[src/rtl/dlx_pkg.sv]
// rtl/dlx_pkg.sv - shared widths and state encoding for the DLX GPR environment
package dlx_pkg;

  localparam int DATA_W   = 32;
  localparam int ADDR_W   = 3;
  localparam int NUM_REGS = 2 ** ADDR_W;

  typedef enum logic {
    GPR_INIT  = 1'b0,
    GPR_READY = 1'b1
  } gpr_state_e;

endpackage

[src/rtl/dlx_gpr_env_if.sv]
// rtl/dlx_gpr_env_if.sv - read/write/latch bus between control and the GPR environment
interface dlx_gpr_env_if;
  import dlx_pkg::*;

  logic [ADDR_W-1:0] rs1_addr;
  logic [ADDR_W-1:0] rs2_addr;
  logic [ADDR_W-1:0] wr_addr;
  logic [DATA_W-1:0] wr_data;
  logic              gpr_we;
  logic              a_ce;
  logic              b_ce;
  logic [DATA_W-1:0] a_q;
  logic [DATA_W-1:0] b_q;
  logic              aeqz;
  logic              ready;

  modport master (
    output rs1_addr, rs2_addr, wr_addr, wr_data, gpr_we, a_ce, b_ce,
    input  a_q, b_q, aeqz, ready
  );

  modport slave (
    input  rs1_addr, rs2_addr, wr_addr, wr_data, gpr_we, a_ce, b_ce,
    output a_q, b_q, aeqz, ready
  );
endinterface

[src/rtl/dlx_gpr_array.sv]
// rtl/dlx_gpr_array.sv - unreset register storage, one sync write port, two async read ports
module dlx_gpr_array
  import dlx_pkg::*;
(
  input  logic              clk,
  input  logic              we,
  input  logic [ADDR_W-1:0] waddr,
  input  logic [DATA_W-1:0] wdata,
  input  logic [ADDR_W-1:0] raddr1,
  input  logic [ADDR_W-1:0] raddr2,
  output logic [DATA_W-1:0] rdata1,
  output logic [DATA_W-1:0] rdata2
);

  logic [DATA_W-1:0] mem [NUM_REGS];

  // No reset here so the array can map onto LUT-RAM; the top clears it by sweeping.
  always_ff @(posedge clk) begin
    if (we) begin
      mem[waddr] <= wdata;
    end
  end

  assign rdata1 = mem[raddr1];
  assign rdata2 = mem[raddr2];

endmodule

[src/rtl/dlx_gpr_env.sv]
// rtl/dlx_gpr_env.sv - GPR file with init sweep, R0 masking, write-first bypass and A/B operand latches
module dlx_gpr_env
  import dlx_pkg::*;
(
  input  logic          clk,
  input  logic          rst_n,
  dlx_gpr_env_if.slave  bus
);

  gpr_state_e        state_q, state_d;
  logic [ADDR_W-1:0] cnt_q, cnt_d;
  logic [DATA_W-1:0] a_q, b_q, a_d, b_d;

  logic              arr_we;
  logic [ADDR_W-1:0] arr_waddr;
  logic [DATA_W-1:0] arr_wdata;
  logic [DATA_W-1:0] arr_rd1, arr_rd2;
  logic [DATA_W-1:0] rd1, rd2;
  logic              wb_valid;

  dlx_gpr_array u_array (
    .clk    (clk),
    .we     (arr_we),
    .waddr  (arr_waddr),
    .wdata  (arr_wdata),
    .raddr1 (bus.rs1_addr),
    .raddr2 (bus.rs2_addr),
    .rdata1 (arr_rd1),
    .rdata2 (arr_rd2)
  );

  assign wb_valid = bus.gpr_we && (bus.wr_addr != '0);

  // R0 is forced to zero on read; a same-cycle write-back wins over the array.
  assign rd1 = (bus.rs1_addr == '0) ? '0 :
               (wb_valid && bus.rs1_addr == bus.wr_addr) ? bus.wr_data : arr_rd1;
  assign rd2 = (bus.rs2_addr == '0) ? '0 :
               (wb_valid && bus.rs2_addr == bus.wr_addr) ? bus.wr_data : arr_rd2;

  always_ff @(posedge clk) begin
    if (!rst_n) begin
      state_q <= GPR_INIT;
      cnt_q   <= '0;
      a_q     <= '0;
      b_q     <= '0;
    end else begin
      state_q <= state_d;
      cnt_q   <= cnt_d;
      a_q     <= a_d;
      b_q     <= b_d;
    end
  end

  always_comb begin
    state_d   = state_q;
    cnt_d     = cnt_q;
    a_d       = a_q;
    b_d       = b_q;
    arr_we    = 1'b0;
    arr_waddr = bus.wr_addr;
    arr_wdata = bus.wr_data;
    case (state_q)
      GPR_INIT: begin
        arr_we    = 1'b1;
        arr_waddr = cnt_q;
        arr_wdata = '0;
        cnt_d     = cnt_q + 1'b1;
        a_d       = '0;
        b_d       = '0;
        if (cnt_q == ADDR_W'(NUM_REGS - 1)) begin
          state_d = GPR_READY;
        end
      end
      GPR_READY: begin
        arr_we = wb_valid;
        if (bus.a_ce) a_d = rd1;
        if (bus.b_ce) b_d = rd2;
      end
      default: state_d = GPR_INIT;
    endcase
  end

  assign bus.a_q   = a_q;
  assign bus.b_q   = b_q;
  assign bus.aeqz  = ~|a_q;
  assign bus.ready = (state_q == GPR_READY);

endmodule

[src/flat_wrapper.sv]
// flat-port wrapper written by rule: the top's interface ports become plain ports
module dlx_gpr_env_flat import dlx_pkg::*;
  (clk, rst_n, bus_rs1_addr, bus_rs2_addr, bus_wr_addr, bus_wr_data, bus_gpr_we, bus_a_ce, bus_b_ce, bus_a_q, bus_b_q, bus_aeqz, bus_ready);
  dlx_gpr_env_if bus_i ();
  input  logic clk;
  input  logic rst_n;
  input wire logic [$bits(bus_i.rs1_addr)-1:0] bus_rs1_addr;
  input wire logic [$bits(bus_i.rs2_addr)-1:0] bus_rs2_addr;
  input wire logic [$bits(bus_i.wr_addr)-1:0] bus_wr_addr;
  input wire logic [$bits(bus_i.wr_data)-1:0] bus_wr_data;
  input wire logic [$bits(bus_i.gpr_we)-1:0] bus_gpr_we;
  input wire logic [$bits(bus_i.a_ce)-1:0] bus_a_ce;
  input wire logic [$bits(bus_i.b_ce)-1:0] bus_b_ce;
  output wire logic [$bits(bus_i.a_q)-1:0] bus_a_q;
  output wire logic [$bits(bus_i.b_q)-1:0] bus_b_q;
  output wire logic [$bits(bus_i.aeqz)-1:0] bus_aeqz;
  output wire logic [$bits(bus_i.ready)-1:0] bus_ready;
  assign bus_i.rs1_addr = bus_rs1_addr;
  assign bus_i.rs2_addr = bus_rs2_addr;
  assign bus_i.wr_addr = bus_wr_addr;
  assign bus_i.wr_data = bus_wr_data;
  assign bus_i.gpr_we = bus_gpr_we;
  assign bus_i.a_ce = bus_a_ce;
  assign bus_i.b_ce = bus_b_ce;
  assign bus_a_q = bus_i.a_q;
  assign bus_b_q = bus_i.b_q;
  assign bus_aeqz = bus_i.aeqz;
  assign bus_ready = bus_i.ready;
  dlx_gpr_env u_core (.clk(clk), .rst_n(rst_n), .bus(bus_i));
endmodule
[config.mk]
export PLATFORM = sky130hd
export DESIGN_NAME = dlx_gpr_env_flat
export DESIGN_NICKNAME = d
export VERILOG_FILES = /design/src/rtl/dlx_pkg.sv /design/src/rtl/dlx_gpr_env_if.sv /design/src/rtl/dlx_gpr_array.sv /design/src/rtl/dlx_gpr_env.sv /design/src/flat_wrapper.sv
export SDC_FILE = /design/constraint.sdc
export NUM_CORES = 1
export LEC_CHECK = 0
export BUFFER_PORTS_ARGS = -buffer_cell sky130_fd_sc_hd__buf_2
export CAP_MARGIN = 20
export CORE_MARGIN = 2
export CORE_UTILIZATION = 53
export DETAILED_ROUTE_END_ITERATION = 8
export GPL_TIMING_DRIVEN = 0
export PLACE_DENSITY = 0.72
export SKIP_CTS_REPAIR_TIMING = 1
export SLEW_MARGIN = 20
export SYNTH_ARGS = -nofsm -noshare
export SYNTH_HDL_FRONTEND = slang
export SYNTH_SLANG_ARGS = --single-unit
export TNS_END_PERCENT = 30
[constraint.sdc]
create_clock -name clk -period 3.3 [get_ports clk]
set_input_delay 0.495 -clock clk [delete_from_list [all_inputs] [get_ports clk]]
set_output_delay 0.495 -clock clk [all_outputs]
set_load 0.02 [all_outputs]
==> results of run 1 <==
[sequential cells by signal, indices dropped and copies added (netlist names)]
name / count
u_core.bus.b_q: 32
u_core.u_array.mem: 224
u_core.bus.a_q: 32
u_core.bus.ready: 1
u_core.cnt_q: 3
[worst reg2reg max path: stages (launching register included)]
cell	delay, ps
dfxtp_1	330
clkbuf_1	320
clkbuf_1	420
a31oi_1	430
nor2_4	760
buf_16	260
[worst min-delay path by stage]
| stage | depth (start not counted) | startpoint | to | slack [ps] |
|---|---|---|---|---|
| 2_1_floorplan | 2 | u_core.u_array.mem[4][30] | u_core.bus.b_q[30] | 550 |
| 3_3_place_gp | 2 | u_core.bus.b_q[18] | u_core.bus.b_q[18] | 450 |
| 3_5_place_dp | 2 | u_core.bus.b_q[29] | u_core.bus.b_q[29] | 450 |
| 4_1_cts | 3 | bus_wr_data[24] | u_core.bus.a_q[24] | 200 |
| 5_1_grt | 3 | bus_wr_data[19] | u_core.bus.b_q[19] | 210 |
| 6_report | 3 | bus_wr_data[16] | u_core.bus.a_q[16] | 210 |
[cell type report]
type,instances,area [µm²],area share
tap,324,405.4,0.02652
buffer,100,504.2,0.03299
sequential,292,8088,0.5291
inverter,5,18.77,0.001228
clock inverter,14,117.6,0.007695
multi-input combinational,644,4568,0.2989
clock buffer,42,877.1,0.05738
timing repair buffer,111,705.7,0.04617
[layout by cell type (no fill, tap or decap), types with 33 or more instances in the layout]
| cell type | instances |
|---|---|
| nor2_1 | 72 |
| dfxtp_1 | 68 |
| edfxtp_1 | 224 |
| o22ai_1 | 92 |
| nand2_1 | 33 |
| mux2i_1 | 68 |
| o31ai_1 | 35 |
| clkbuf_1 | 60 |
| and2_1 | 33 |
| buf_2 | 124 |
| a32oi_1 | 65 |
[power breakdown]
| group | internal [mW] | total [mW] | leakage [nW] | switching (mW) |
|---|---|---|---|---|
| clock | 2.00 | 3.41 | 0.502 | 1.41 |
| sequential | 4.03 | 4.08 | 2.70 | 0.0505 |
| combinational | 0.248 | 0.734 | 2.46 | 0.486 |
| total | 6.27 | 8.22 | 5.66 | 1.95 |
[metal layers]
metal	vias up	part of all wire	global-route usage	routed length, µm
met5	-	0	0	0
met2	887	0.45	0.5254	20020
li1	4445	-	-	-
met3	165	0.13	0.05984	5770
met1	5153	0.37	0.4584	16580
met4	0	0.045	0.1416	1991
[logic make-up (layout without fill, tap and decap cells)]
logic type      count (synthesis)  count (layout)  share of synthesized area
compound gates                362             362                     0.2056
xor+xnor                        6               6                   0.004003
fa+ha+maj                       2               2                   0.001906
buf+inv                       105             272                    0.03984
flops                         292             292                     0.6161
mux                            68              68                    0.05185
simple gates                  206             206                    0.08064
==> out/metrics.yaml, run 1 <==
grt_pass1_vias: 10280
drive_above_1_share: 0.1780
start_util: 0.5397
finalWeightedCongestion: 0.8991
ant_nets: 0
r2r_slack_ps: 450
dpl.hpwl_um: 28410
finalSetupTns_ps: 0
clockBufferDepth: 3
syn_avg_cell_area_um2: 12.61
synth.most_common_cell: "edfxtp_1"
ios: 112
synth_seq_cells: 292
crit_end: "bus_aeqz"
cp_slowest_stage_delay_ps: 670
hold_ws_ps: 209.2
critPathTopFamily: "simple AND/OR/NAND/NOR gates"
clkTransAtPathRegs_ps: 60
synthToLayoutAreaGrowth_pct: 16.44
fp.dieW_um: 161.4
dieArea_um2: 26040
crit_arrival_ps: 2390
portBuffers: 103
grt_usage: 0.3333
synth_edf_count: 224
r2r-start: "u_core.bus.ready"
hold_path.class: "primary input to flop"
dr.pass1.iters: 5
antenna_found_initial: 0
grt_max_degree: 21
hold_viol: 0
drv_slew: 0
tightest_slew_ps: 942.5
yosys-top-cells-area: "edfxtp_1 (51%), dfxtp_1 (10%), mux2i_1 (5.2%), o22ai_1 (4.4%), a32oi_1 (4.3%)"
stdcell_count: 1532
ir_drop_uv: 405.0
die_y_um: 161.4
synthesis.area_um2: 13130
postSynth.asyncResetShare: 0
fp.coreArea_um2: 24320
relSlewSlack: 0.3687
pre_cts_slack_ps: 564.7
total_power_mw: 8.221
rsz0062_at_grt: "no"
synth_top_area_cell: "edfxtp_1"
crit_chain: "nor4_1, nand4_1, nor2_1, buf_2"
drcViolationCount: 0
synthTopCellsByCount: "edfxtp_1 (224), o22ai_1 (92), nor2_1 (79)"
path_max_fanout: 3
tritoncts: "built"
startpoint: "u_core.bus.a_q[28]"
antenna_cells: 0
synth_cells: 1041
grt-ovfl-total: 0
vias_per_cell: 6.952
fmax_mhz: 346.6
p_leak_nw: 5.663
cp-end-kind: "primary output"
postRouteWirelength_um: 44360
drt_iter0_drc: 1416
clkLatencyLatePin_ps: 560
synth_nets: 1089
crit_type: "flop to primary output"
r2r-end: "u_core.u_array.mem[7][19]"
vias: 10650
synth_warnings: 0
status: "completed"
fillCellCount: 1864
path_depth: 4
final.min_clock_period_ps: 2885
grt_pass1_wl_um: 64100
drv_cap: 0
rr_worst_depth: 5
fp-row-count: 57
worst-path-buf-inv: 1
finalCritPeriodShare: 0.8743
fin_nets: 1232
setup_viol: 0
start_kind: "flop"
synth.lib_cells_used.distinct: 43
worst_ep_required_time_ps: 2800
yosys.area.top_type_share: 0.5124
dp.cells: 1476
placed_area_um2: 14290
fin_util: 0.6285
crit_path_top_delay_cell: "nor4_1"
wl_per_cell_um: 28.95
root_buffer: "clkbuf_16"
seq_area_frac_synth: 0.6161
final_cell_area_um2: 15280
setup_ws_ps: 414.7
skew_ps: 8.061
h-tree-depth: 1
numCtsBuffers: 30
synthFlopType: "edfxtp_1"
clock_sinks: 292
power.density_nw_per_um2: 537.8
Power figures use the tool's default switching activity.
==> run 2, diff against run 1 <==
--- a/config.mk
+++ b/config.mk
@@ -9,7 +9,9 @@
 export CAP_MARGIN = 20
 export CORE_MARGIN = 2
 export CORE_UTILIZATION = 53
+export CTS_BUF_LIST = sky130_fd_sc_hd__clkbuf_4 sky130_fd_sc_hd__clkbuf_8 sky130_fd_sc_hd__clkbuf_16
 export DETAILED_ROUTE_END_ITERATION = 8
+export GPL_ROUTABILITY_DRIVEN = 0
 export GPL_TIMING_DRIVEN = 0
 export PLACE_DENSITY = 0.72
 export SKIP_CTS_REPAIR_TIMING = 1
==> run 2 against run 1 <==
Sequential cell count stayed put. Clock power is 1% higher. Worst hold slack worse by 2.5 ps. Cell count stayed put. Critical path depth stayed put.
==> out/metrics.yaml, run 2 (synthesis gave the netlist of run 1 again) <==
status: "completed"
dpl.hpwl_um: 28410  # unchanged
skew_ps: 10.16  # +2.099 ps
crit_type: "flop to primary output"
fillCellCount: 1861  # -0.16%
relSlewSlack: 0.3611  # -0.007619
cp-end-kind: "primary output"
start_kind: "flop"
h-tree-depth: 1  # unchanged
reg_top3: "u_core.u_array.mem x224, u_core.bus.a_q x32, u_core.bus.b_q x32"
ios: 112  # unchanged
grt_usage: 0.3333  # unchanged
power.density_nw_per_um2: 539.7  # +0.35%
grt_max_degree: 21  # unchanged
drive_above_1_share: 0.1821  # +0.004139
p_leak_nw: 5.680  # +0.30%
root_buffer: "clkbuf_16"
p_int_mw: 6.316  # +0.66%
fp.coreArea_um2: 24320  # unchanged
setup_viol: 0  # unchanged
finalSetupTns_ps: 0  # unchanged
antenna_cells: 0  # unchanged
swShare: 0.2354  # -0.001360
die_y_um: 161.4  # unchanged
p_seq_frac: 0.494  # -0.002
ir_drop_uv: 404.7  # about the same
hold_ws_ps: 206.7  # -2.541 ps
finalCritPeriodShare: 0.8666  # -0.007704
fp-row-count: 57  # unchanged
largest_reg_flops: 224  # unchanged
synthToLayoutAreaGrowth_pct: 16.59
combPwrFrac: 0.089  # about the same
wl_per_cell_um: 28.97  # about the same
dr.pass1.iters: 5  # unchanged
grt-ovfl-total: 0  # unchanged
ant_nets: 0  # unchanged
portBuffers: 103  # unchanged
drcViolationCount: 0  # unchanged
clkTransAtPathRegs_ps: 60  # about the same
power_switching_mw: 1.944  # -0.10%
cp_slowest_stage_delay_ps: 670  # about the same
crit_path_top_delay_cell: "nor4_1"
drv_slew: 0  # unchanged
drv_cap: 0  # unchanged
vias_per_cell: 6.980  # +0.41%
path_max_fanout: 3  # unchanged
fmax_mhz: 349.7  # +0.89%
fin_nets: 1232  # unchanged
tightest_slew_ps: 953.9  # +11.38 ps
hold_path.class: "primary input to flop"
worst_ep_required_time_ps: 2800  # about the same
dieArea_um2: 26040  # unchanged
clock_sinks: 292  # unchanged
mostFrequentLayoutCells: "edfxtp_1 (224), buf_2 (124), o22ai_1 (92)"
grt_pass1_wl_um: 64100  # unchanged
total_power_mw: 8.260  # +0.48%
hold_viol: 0  # unchanged
final.min_clock_period_ps: 2860  # -25.42 ps
crit_arrival_ps: 2360  # -30 ps
rsz0062_at_grt: "no"
vias: 10690  # +0.41%
antenna_found_initial: 0  # unchanged
stdcell_count: 1532  # unchanged
postRouteWirelength_um: 44380  # about the same
fp.dieW_um: 161.4  # unchanged
drt_iter0_drc: 1446  # +2.1%
final_common_cell: "edfxtp_1"
clkLatencyLatePin_ps: 560  # about the same
top_register: "u_core.u_array.mem"
dp.cells: 1476  # unchanged
numCtsBuffers: 30  # unchanged
start_util: 0.5397  # unchanged
clockPowerShare: 0.417  # +0.003
clockBufferDepth: 3  # unchanged
tritoncts: "built"
grt_pass1_vias: 10280  # unchanged
crit_chain: "nor4_1, nand4_1, nor2_1, buf_2"
run 2: power by group through the flow:
stage	combinational, mW	clock, mW	sequential, mW
6_report	0.734	3.45	4.08
5_1_grt	0.762	3.59	4.09
4_1_cts	0.713	3.44	4.08
3_5_place_dp	0.709	0	4.15
3_3_place_gp	0.662	0	4.16
2_1_floorplan	0.421	0	4.15
run 2: layout make-up:
| type | instances | area (µm²) | area share |
|---|---|---|---|
| Buffer | 100 | 504.2 | 0.03295 |
| Tap cell | 324 | 405.4 | 0.02649 |
| Clock buffer | 42 | 895.9 | 0.05854 |
| Clock inverter | 14 | 117.6 | 0.007685 |
| Timing Repair Buffer | 111 | 705.7 | 0.04611 |
| Sequential cell | 292 | 8088 | 0.5285 |
| Inverter | 5 | 18.77 | 0.001226 |
| Multi-Input combinational cell | 644 | 4568 | 0.2985 |
run 2: per-stage QoR:
step	instance area [µm²]	setup slack, ps	utilization
4_1_cts	15300	540.4	0.6293
6_report	15300	440.1	0.6293
3_3_place_gp	14050	-1516	0.5776
2_1_floorplan	13130	268.7	-
5_1_grt	15300	437.3	0.6293
3_5_place_dp	14290	564.7	0.5876
run 2: routing by layer:
metal  wire [µm]  share of wire  vias to the layer above  GRT usage
li1            -              -                     4453          -
met1       16680           0.38                     5217     0.4584
met2       20220           0.46                      886     0.5254
met3        5638           0.13                      138    0.05984
met4        1831          0.041                        0     0.1416
met5           0              0                        -          0
run 2: worst max-delay path, delay by kind of cell (launching register included):
family	cells	cell delay [ps]
buffers and inverters	1	210
flip-flops	1	350
AND/OR/NAND/NOR	3	1250
run 2: worst paths after layout:
path,start,end,slack (ps),depth (start not counted)
max,u_core.bus.a_q[28],bus_aeqz,440,4
min,bus_wr_data[16],u_core.bus.a_q[16],210,3
max reg2reg,u_core.bus.ready,u_core.u_array.mem[7][14],480,5
min reg2reg,u_core.bus.b_q[29],u_core.bus.b_q[29],460,2
